==> src/rtl/fp_special_pkg.sv <==
// Shared types for the FP add/sub special-case unit.
// Operand classes, the resolve bundle and a canonical qNaN builder.
package fp_special_pkg;

    typedef enum logic [2:0] {
        FP_ZERO,
        FP_SUB,
        FP_NORM,
        FP_INF,
        FP_QNAN,
        FP_SNAN
    } fp_class_t;

    typedef struct packed {
        logic spe;
        logic sign;
        logic nv;
    } fp_resolve_t;

    localparam int QNAN_BITS_W = 128;

    // Bit image {sign=0, exp all-ones, mant MSB set}, right-aligned.
    function automatic logic [QNAN_BITS_W-1:0] canon_qnan(
        input int exp_w,
        input int mant_w
    );
        logic [QNAN_BITS_W-1:0] r;
        r = '0;
        for (int i = 0; i < QNAN_BITS_W; i++) begin
            if (i == mant_w - 1) r[i] = 1'b1;
            if (i >= mant_w && i < mant_w + exp_w) r[i] = 1'b1;
        end
        return r;
    endfunction

endpackage

==> src/rtl/fp_operand_classify.sv <==
// Combinational operand classifier.
// Maps exponent/mantissa fields to an fp_class_t.
module fp_operand_classify
    import fp_special_pkg::*;
#(
    parameter int EXP_W  = 8,
    parameter int MANT_W = 23
) (
    input  logic [EXP_W-1:0]  i_exp,
    input  logic [MANT_W-1:0] i_mant,
    output fp_class_t         o_class
);

    logic w_exp_ones;
    logic w_exp_zero;
    logic w_mant_zero;

    assign w_exp_ones  = &i_exp;
    assign w_exp_zero  = ~|i_exp;
    assign w_mant_zero = ~|i_mant;

    // Class decode; mantissa MSB separates quiet from signalling NaN.
    always_comb begin
        o_class = FP_NORM;
        if (w_exp_ones) begin
            if (w_mant_zero)
                o_class = FP_INF;
            else if (i_mant[MANT_W-1])
                o_class = FP_QNAN;
            else
                o_class = FP_SNAN;
        end else if (w_exp_zero) begin
            o_class = w_mant_zero ? FP_ZERO : FP_SUB;
        end
    end

endmodule

==> src/rtl/fp_addsub_special_pipe.sv <==
// Pipelined special-case resolver for the FP add/sub datapath.
// Classifies, resolves, then streams the result through a valid/ready chain.
module fp_addsub_special_pipe
    import fp_special_pkg::*;
#(
    parameter int EXP_W      = 8,
    parameter int MANT_W     = 23,
    parameter int PIPE_DEPTH = 2
) (
    input  logic              i_clk,
    input  logic              i_rst_n,
    input  logic              i_valid,
    output logic              o_ready,
    input  logic              i_aos,
    input  logic              i_signA,
    input  logic [EXP_W-1:0]  i_expA,
    input  logic [MANT_W-1:0] i_mantA,
    input  logic              i_signB,
    input  logic [EXP_W-1:0]  i_expB,
    input  logic [MANT_W-1:0] i_mantB,
    output logic              o_valid,
    input  logic              i_ready,
    output logic              o_spe_sig,
    output logic              o_sign,
    output logic [EXP_W-1:0]  o_exp,
    output logic [MANT_W-1:0] o_mant,
    output logic              o_nv,
    output logic              o_nv_sticky,
    input  logic              i_nv_clr
);

    localparam int LAST = PIPE_DEPTH - 1;
    localparam logic [QNAN_BITS_W-1:0] QNAN_ALL =
        canon_qnan(EXP_W, MANT_W);
    localparam logic [EXP_W-1:0]  QNAN_EXP  = QNAN_ALL[MANT_W +: EXP_W];
    localparam logic [MANT_W-1:0] QNAN_MANT = QNAN_ALL[MANT_W-1:0];
    localparam logic [EXP_W-1:0]  EXP_ONES  = '1;

    fp_class_t   w_cls_a;
    fp_class_t   w_cls_b;
    logic        w_sb_eff;
    logic        w_nan_a, w_nan_b, w_snan_a, w_snan_b;
    logic        w_inf_a, w_inf_b, w_zero_a, w_zero_b;
    fp_resolve_t w_res;
    logic [EXP_W-1:0]  w_exp;
    logic [MANT_W-1:0] w_mant;

    fp_operand_classify #(.EXP_W(EXP_W), .MANT_W(MANT_W)) u_cls_a (
        .i_exp   (i_expA),
        .i_mant  (i_mantA),
        .o_class (w_cls_a)
    );

    fp_operand_classify #(.EXP_W(EXP_W), .MANT_W(MANT_W)) u_cls_b (
        .i_exp   (i_expB),
        .i_mant  (i_mantB),
        .o_class (w_cls_b)
    );

    assign w_sb_eff = i_signB ^ ~i_aos;
    assign w_snan_a = (w_cls_a == FP_SNAN);
    assign w_snan_b = (w_cls_b == FP_SNAN);
    assign w_nan_a  = w_snan_a | (w_cls_a == FP_QNAN);
    assign w_nan_b  = w_snan_b | (w_cls_b == FP_QNAN);
    assign w_inf_a  = (w_cls_a == FP_INF);
    assign w_inf_b  = (w_cls_b == FP_INF);
    assign w_zero_a = (w_cls_a == FP_ZERO);
    assign w_zero_b = (w_cls_b == FP_ZERO);

    // Priority resolution of special operand combinations.
    always_comb begin
        w_res  = '0;
        w_exp  = '0;
        w_mant = '0;
        if (w_nan_a | w_nan_b) begin
            w_res.spe = 1'b1;
            w_res.nv  = w_snan_a | w_snan_b;
            w_exp     = QNAN_EXP;
            w_mant    = QNAN_MANT;
        end else if (w_inf_a & w_inf_b) begin
            w_res.spe = 1'b1;
            if (i_signA != w_sb_eff) begin
                w_res.nv = 1'b1;
                w_exp    = QNAN_EXP;
                w_mant   = QNAN_MANT;
            end else begin
                w_res.sign = i_signA;
                w_exp      = EXP_ONES;
            end
        end else if (w_inf_a) begin
            w_res.spe  = 1'b1;
            w_res.sign = i_signA;
            w_exp      = EXP_ONES;
        end else if (w_inf_b) begin
            w_res.spe  = 1'b1;
            w_res.sign = w_sb_eff;
            w_exp      = EXP_ONES;
        end else if (w_zero_a & w_zero_b) begin
            w_res.spe  = 1'b1;
            w_res.sign = i_signA & w_sb_eff;
        end else if (w_zero_a) begin
            w_res.spe  = 1'b1;
            w_res.sign = w_sb_eff;
            w_exp      = i_expB;
            w_mant     = i_mantB;
        end else if (w_zero_b) begin
            w_res.spe  = 1'b1;
            w_res.sign = i_signA;
            w_exp      = i_expA;
            w_mant     = i_mantA;
        end
    end

    logic [PIPE_DEPTH-1:0] r_v;
    fp_resolve_t           r_res  [PIPE_DEPTH];
    logic [EXP_W-1:0]      r_exp  [PIPE_DEPTH];
    logic [MANT_W-1:0]     r_mant [PIPE_DEPTH];

    logic [PIPE_DEPTH-1:0] w_adv;
    logic [PIPE_DEPTH-1:0] w_load;
    logic                  w_ready;
    fp_resolve_t           w_in_res  [PIPE_DEPTH];
    logic [EXP_W-1:0]      w_in_exp  [PIPE_DEPTH];
    logic [MANT_W-1:0]     w_in_mant [PIPE_DEPTH];

    // Back-propagate space: a stage advances if everything below makes room.
    always_comb begin
        logic sp;
        sp    = i_ready;
        w_adv = '0;
        for (int k = LAST; k >= 0; k--) begin
            w_adv[k] = r_v[k] & sp;
            sp       = ~r_v[k] | sp;
        end
        w_ready = sp;
    end

    // Per-stage load enable and incoming payload.
    always_comb begin
        w_load       = '0;
        w_load[0]    = i_valid & w_ready;
        w_in_res[0]  = w_res;
        w_in_exp[0]  = w_exp;
        w_in_mant[0] = w_mant;
        for (int k = 1; k < PIPE_DEPTH; k++) begin
            w_load[k]    = w_adv[k-1];
            w_in_res[k]  = r_res[k-1];
            w_in_exp[k]  = r_exp[k-1];
            w_in_mant[k] = r_mant[k-1];
        end
    end

    // Stage registers: load on entry, clear valid when contents leave.
    always_ff @(posedge i_clk or negedge i_rst_n) begin
        if (!i_rst_n) begin
            r_v <= '0;
            for (int k = 0; k < PIPE_DEPTH; k++) begin
                r_res[k]  <= '0;
                r_exp[k]  <= '0;
                r_mant[k] <= '0;
            end
        end else begin
            for (int k = 0; k < PIPE_DEPTH; k++) begin
                if (w_load[k]) begin
                    r_v[k]    <= 1'b1;
                    r_res[k]  <= w_in_res[k];
                    r_exp[k]  <= w_in_exp[k];
                    r_mant[k] <= w_in_mant[k];
                end else if (w_adv[k]) begin
                    r_v[k] <= 1'b0;
                end
            end
        end
    end

    logic r_sticky;

    // Sticky invalid: set on an invalid transfer, set beats clear.
    always_ff @(posedge i_clk or negedge i_rst_n) begin
        if (!i_rst_n)
            r_sticky <= 1'b0;
        else if (o_valid & i_ready & o_nv)
            r_sticky <= 1'b1;
        else if (i_nv_clr)
            r_sticky <= 1'b0;
    end

    assign o_ready     = w_ready;
    assign o_valid     = r_v[LAST];
    assign o_spe_sig   = r_res[LAST].spe;
    assign o_sign      = r_res[LAST].sign;
    assign o_nv        = r_res[LAST].nv;
    assign o_exp       = r_exp[LAST];
    assign o_mant      = r_mant[LAST];
    assign o_nv_sticky = r_sticky;

endmodule

==> config.mk <==
export PLATFORM = sky130hd
export DESIGN_NAME = fp_addsub_special_pipe
export DESIGN_NICKNAME = d
export VERILOG_FILES = /design/src/rtl/fp_special_pkg.sv /design/src/rtl/fp_operand_classify.sv /design/src/rtl/fp_addsub_special_pipe.sv
export SDC_FILE = /design/constraint.sdc
export NUM_CORES = 1
export LEC_CHECK = 0
export ABC_CLOCK_PERIOD_IN_PS = 2200
export CORE_MARGIN = 2
export CORE_UTILIZATION = 55
export CTS_CLUSTER_SIZE = 12
export DETAILED_ROUTE_END_ITERATION = 8
export DONT_BUFFER_PORTS = 1
export PLACE_DENSITY = 0.7
export SETUP_SLACK_MARGIN = 0.4
export SLEW_MARGIN = 30
export SYNTH_ARGS = -nofsm -noshare
export SYNTH_HDL_FRONTEND = slang
export SYNTH_SLANG_ARGS = --single-unit
==> constraint.sdc <==
create_clock -name i_clk -period 2.2 [get_ports i_clk]
set_clock_uncertainty 0.2 [all_clocks]
set_input_delay 0.22 -clock i_clk [delete_from_list [all_inputs] [get_ports i_clk]]
set_output_delay 0.22 -clock i_clk [all_outputs]
set_load 0.02 [all_outputs]
# == Word-level counts from Yosys, hierarchy flattened ==
# Cells that the tools add are included.
# totals
ff_bits,71
# op_classes
reduce_logical,11
eq_ne,7
mux,43
bitwise,17
# op_table
op,n
$mux W23,8
$mux W8,7
$reduce_or A23 Y1,2
$mux W3,6
$mux W1,16
$reduce_and A8 Y1,2
$reduce_or A8 Y1,2
$eq A3 B3 Y1 const B,4
$mux W2,6
$and A1 B1 Y1,7
$eq A3 B2 Y1 const B,2
$logic_not A3 Y1,2
$or A1 B1 Y1,6
$reduce_bool A2 Y1,3
$not A1 Y1,3
$ne A1 B1 Y1,1
$xor A1 B1 Y1,1

# == Depth between registers and ports, before layout ==
# logic_depth
word_depth,12
mapped_depth,7

# == Cells and area by module ==
# Synthesis repeated with hierarchy kept, for this count alone.
# hier_totals
hier_cells,330
area_unflattened_um2,3574.7
# modules_own_cells
mod,cells_per_inst,n_inst,area_each_um2
fp_addsub_special_pipe,296,1,3357.0
fp_operand_classify,17,2,108.9

# == Worst setup path before layout ==
# Ideal clock, no wire load.
# synth_timing
path_type,register to register
startpoint,reg r_v[1]
endpoint,reg r_exp[10] (netlist name)
stages_incl_launch_ff,6
slack_ns,0.114
setup_ns,0.121
period_less_slack_ns,2.086
t_arrival_ns,1.765
n_path_buf,1
path_cell_list,dfrtp_1 nand3b_1 nand2_1 or3_1 clkbuf_1 o22a_1
# synth_between
elab_chain_cells,4
# synth_lines
element,line_no,source
from (decl),fp_addsub_special_pipe.sv:114,logic [PIPE_DEPTH-1:0] r_v;
from (signal assigned),fp_addsub_special_pipe.sv:156,r_v <= '0;
"from (signal, indexed assignment)",fp_addsub_special_pipe.sv:165,r_v[k] <= 1'b1;
"from (signal, indexed assignment)",fp_addsub_special_pipe.sv:170,r_v[k] <= 1'b0;
$not A1 Y1,fp_addsub_special_pipe.sv:133,sp = ~r_v[k] | sp;
$or A1 B1 Y1 (2 in a row),fp_addsub_special_pipe.sv:133,
named net o_ready,fp_addsub_special_pipe.sv:13,"output logic o_ready,"
$and A1 B1 Y1,fp_addsub_special_pipe.sv:141,w_load[0] = i_valid & w_ready;
"to (signal, indexed assignment)",fp_addsub_special_pipe.sv:167,r_exp[k] <= w_in_exp[k];
to (decl),fp_addsub_special_pipe.sv:116,logic [EXP_W-1:0] r_exp [PIPE_DEPTH];
# The timed path passes the listed nets, and every way through them passes these cells.
# A chain may end at the register's enable or synchronous reset.

# == Worst setup path in the final report ==
# layout_timing
startpoint,in i_expB[0]
endpoint,reg r_mant[24] (netlist name)
# layout_between
elab_chain_cells,11
elab_cells_between_ends,19
classes_between,eq/ne: 3; mux: 9; bitwise: 4; reduce/logical: 3
# layout_lines
element,line_no,source
from (decl),fp_addsub_special_pipe.sv:19,"input logic [EXP_W-1:0] i_expB,"
$reduce_or A8 Y1,fp_operand_classify.sv:19,assign w_exp_zero = ~|i_exp;
$mux W3,fp_operand_classify.sv:32,end else if (w_exp_zero) begin
$mux W3 (*),fp_operand_classify.sv:25,if (w_exp_ones) begin
$logic_not A3 Y1,fp_addsub_special_pipe.sv:68,assign w_zero_b = (w_cls_b == FP_ZERO);
$mux W23,fp_addsub_special_pipe.sv:106,end else if (w_zero_b) begin
$mux W23,fp_addsub_special_pipe.sv:101,end else if (w_zero_a) begin
$mux W23,fp_addsub_special_pipe.sv:98,end else if (w_zero_a & w_zero_b) begin
$mux W23,fp_addsub_special_pipe.sv:94,end else if (w_inf_b) begin
$mux W23,fp_addsub_special_pipe.sv:90,end else if (w_inf_a) begin
$mux W23,fp_addsub_special_pipe.sv:80,end else if (w_inf_a & w_inf_b) begin
$mux W23 (*),fp_addsub_special_pipe.sv:75,if (w_nan_a | w_nan_b) begin
"to (signal, indexed assignment)",fp_addsub_special_pipe.sv:168,r_mant[k] <= w_in_mant[k];
to (decl),fp_addsub_special_pipe.sv:117,logic [MANT_W-1:0] r_mant [PIPE_DEPTH];
# Mark *: on every way between the ends. The rest lies on a longest branch, timed or not.

==> key figures <==
STA
  • Final hold vios: 71
  • Fin crit share: 81.8%
  • Final Setup Violations: 0
  • Hold slack: -0.633 ns
  • Slew HR: 66.5%
  • Slew Viols, Final: 0
  • RSZ-0062 raised after global routing: true
  • Fin crit period: 1.80 ns
  • Worst-Margin Slew: 0.501 ns
  • Maximum clock frequency: 556 MHz

Clock network
  • Clock root buffer: clkbuf_8
  • TritonCTS Buffers: 9
  • Clock Tree Buf Depth: 2
  • Clk slew on worst S/H paths: 0.08 ns
  • Worst skew pair latency: 0.33 ns
  • Clock sinks: 71
  • CTS tree: yes
  • H-tree depth: 3
  • Hold-fix buffers at CTS: 67

Synth
  • Yosys warning total: 0
  • Post-Synthesis Cells: 310
  • Synth unique cells: 36
  • Mean Syn Cell Area: 11.0 um2
  • Post-synth EDFFs: 0
  • Ys flop type: dfrtp_1
  • Yosys reg bits: 71
  • Top post-synthesis cells by count: dfrtp_1, mux2_2, buf_4
  • Top cell type's share of synthesized area: 52.1%
  • Ys async rst share: 100%
  • Synth area leaders: dfrtp_1, mux2_2, buf_4
  • Register area share after synthesis: 52.1%
  • Post-synth top area cell: dfrtp_1
  • Syn_nets: 381
  • Mapped Area: 3410 um2
  • Count leader, synth: dfrtp_1

Setup path
  • Worst r2r dst: r_mant[36]
  • Critical path's slowest cell: or3_4
  • WP data required: 2.22 ns
  • Crit-path cells: nor4_1 -> nand2_1 -> or3_4 -> buf_4 -> and2_4 -> a22oi_1 -> o21ai_1
  • Kind of critical path: primary input to flip-flop
  • Crit Reg-Reg Startpoint: r_v[1]
  • Worst setup EP type: flip-flop
  • Worst EP arrival: 1.82 ns
  • Startpoint Class: primary input
  • Register-to-Register Path Depth: 4
  • Crit-path max FO: 22
  • R2r setup slk: 0.43 ns
  • Crit path largest cell delay: 0.44 ns

Final layout
  • Filler instances: 428
  • N_diodes: 0
  • Nets: 433
  • Final Util: 73.9%
  • Layout cells sized above 1: 27.5%
  • Fin cells: 442
  • P&R area growth vs syn: 29.2%

Detailed routing
  • # DRC: 0
  • DR iter-0 viols: 231
  • DRT Wirelength: 9450 um
  • Wire per inst: 21.4 um
  • Vias per inst: 6.19
  • Via Count: 2737
  • Pre-antenna DRT Iters: 5
  • Post-route antenna net violation count: 0

Floorplan
  • Row cnt: 28
  • Total die area: 6840 um2
  • Io pins: 107
  • Die H: 82.7 um
  • Initial Util: 57.2%
  • Core ar.: 5960 um2
  • Die width: 82.7 um

Power
  • Switch share: 24.5%
  • Clock power frac: 37.8%
  • Maximum vdd drop: 0.000668 V
  • Pleak: 1.88 nW
  • Gate power share: 11.0%
  • NetSw: 707 uW
  • Pwr per Cell Area: 655 nW/um2
  • P_int: 2.17 mW
  • Seq pwr share: 51.2%

Global routing
  • Vias in the first global route: 2858
  • Initial antenna violation count: 0
  • First-pass GRT wire length: 14400 um
  • All-Layer GR Usage: 29.2%
  • Largest net degree at the start of global routing: 72
  • Overflow after GRT: 0

Outcome
  • Outcome: finished with violations
  • Violated checks: hold timing

Place
  • PortBufs: 0
  • Placer congestion estimate: 0.811
  • Hpwl dp: 5240 um
  • Placed Cells: 353

Worst hold path
  • Min-Delay Path Class: primary input to async pin

Job
  • Max_cap viols: 0
## placed cells by master (no fill, tap or decap), types with 4 or more instances in the layout
| master | n |
|---|---|
| mux2_2 | 34 |
| o21ai_1 | 22 |
| nor3_1 | 5 |
| a22oi_2 | 21 |
| nor4_1 | 11 |
| o22a_1 | 8 |
| dlygate4sd3_1 | 67 |
| nand4_1 | 6 |
| o21ai_0 | 4 |
| nor2_1 | 20 |
| dfrtp_1 | 70 |
| nand2b_1 | 4 |
| nand2_1 | 30 |
| buf_4 | 14 |
| clkbuf_8 | 12 |
## area by class of cell
class                      count  area [um2]  share of cell area (%)
timing repair buffer          83         816                    18.5
clock inverter                 3        40.0                   0.910
multi-input combinational    196        1500                    34.1
sequential                    71        1780                    40.4
inverter                       1        3.75                  0.0853
tap                           75        93.8                    2.13
clock buffer                  13         169                    3.84
## flip-flops by register name, summed over array words and instances (netlist names)
| signal | flops |
|---|---|
| r_v | 2 |
| r_res | 3 |
| o_sign | 1 |
| o_spe_sig | 1 |
| o_exp | 8 |
| o_nv | 1 |
| o_mant | 23 |
| o_nv_sticky | 1 |
| r_mant | 23 |
| r_exp | 8 |
## kinds of logic (layout without fill, tap and decap cells)
group	count (synthesis)	after routing	synth area share, %
adder cells (fa/ha/maj)	1	1	0.367
multiplexers	34	34	11.2
XOR/XNOR	1	1	0.257
AO/OA/AOI/OAI	66	66	13.1
buffers and inverters	45	100	9.03
AND/OR/NAND/NOR	92	94	13.8
flip-flops	71	71	52.1
## worst max-delay path by stage
stage,start,to,cells past startpoint,slack (ns)
2_1_floorplan,i_mantB[16],r_mant[25],7,0.29
3_3_place_gp,i_mantB[16],r_mant[23],6,-0.04
3_5_place_dp,i_mantB[16],r_mant[24],6,-0.07
4_1_cts,r_v[1],r_res[5],4,0.31
5_1_grt,i_mantB[10],r_mant[24],7,0.34
6_report,i_expB[0],r_mant[24],7,0.40
## critical path: cells and delay by family
family / cells / cell delay (ns)
AOI/OAI and AO/OA: 2 / 0.33
buffers and inverters: 1 / 0.15
and+or+nand+nor: 4 / 1.11
## power by group through the flow
stage | sequential, mW | combinational [mW] | clock [mW]
global route | 1.49 | 0.338 | 1.16
CTS | 1.48 | 0.298 | 1.10
global placement | 1.50 | 0.185 | 0
floorplan | 1.43 | 0.262 | 0
detailed placement | 1.50 | 0.190 | 0
finish | 1.48 | 0.317 | 1.09
## timing repair
item                                   4_1_cts  5_1_grt
setup buffers                                0        4
setup endpoints to repair                   23       34
endpoints found under the hold margin      106       71
gates cloned                                 2        0
resized for setup                            1        3
pin swaps                                    2        2
## through the flow
stage          TNS, ns  worst slack, ns  power, mW  cell area (um2)
2_1_floorplan        0            0.291       1.69             3570
3_3_place_gp   -0.0652          -0.0405       1.69             3440
3_5_place_dp    -0.125          -0.0661       1.69             3440
4_1_cts              0            0.312       2.88             4340
5_1_grt              0            0.335       2.99             4400
6_report             0            0.400       2.88             4400
## layer usage
metal	global-route usage, %	wire length (um)	vias to the layer above
li1	-	-	1209
met3	7.93	842	44
met5	0	0	-
met4	17.5	425	0
met2	45.4	4500	153
met1	36.5	3690	1331
Note: power is estimated with default switching activity, not from simulation.
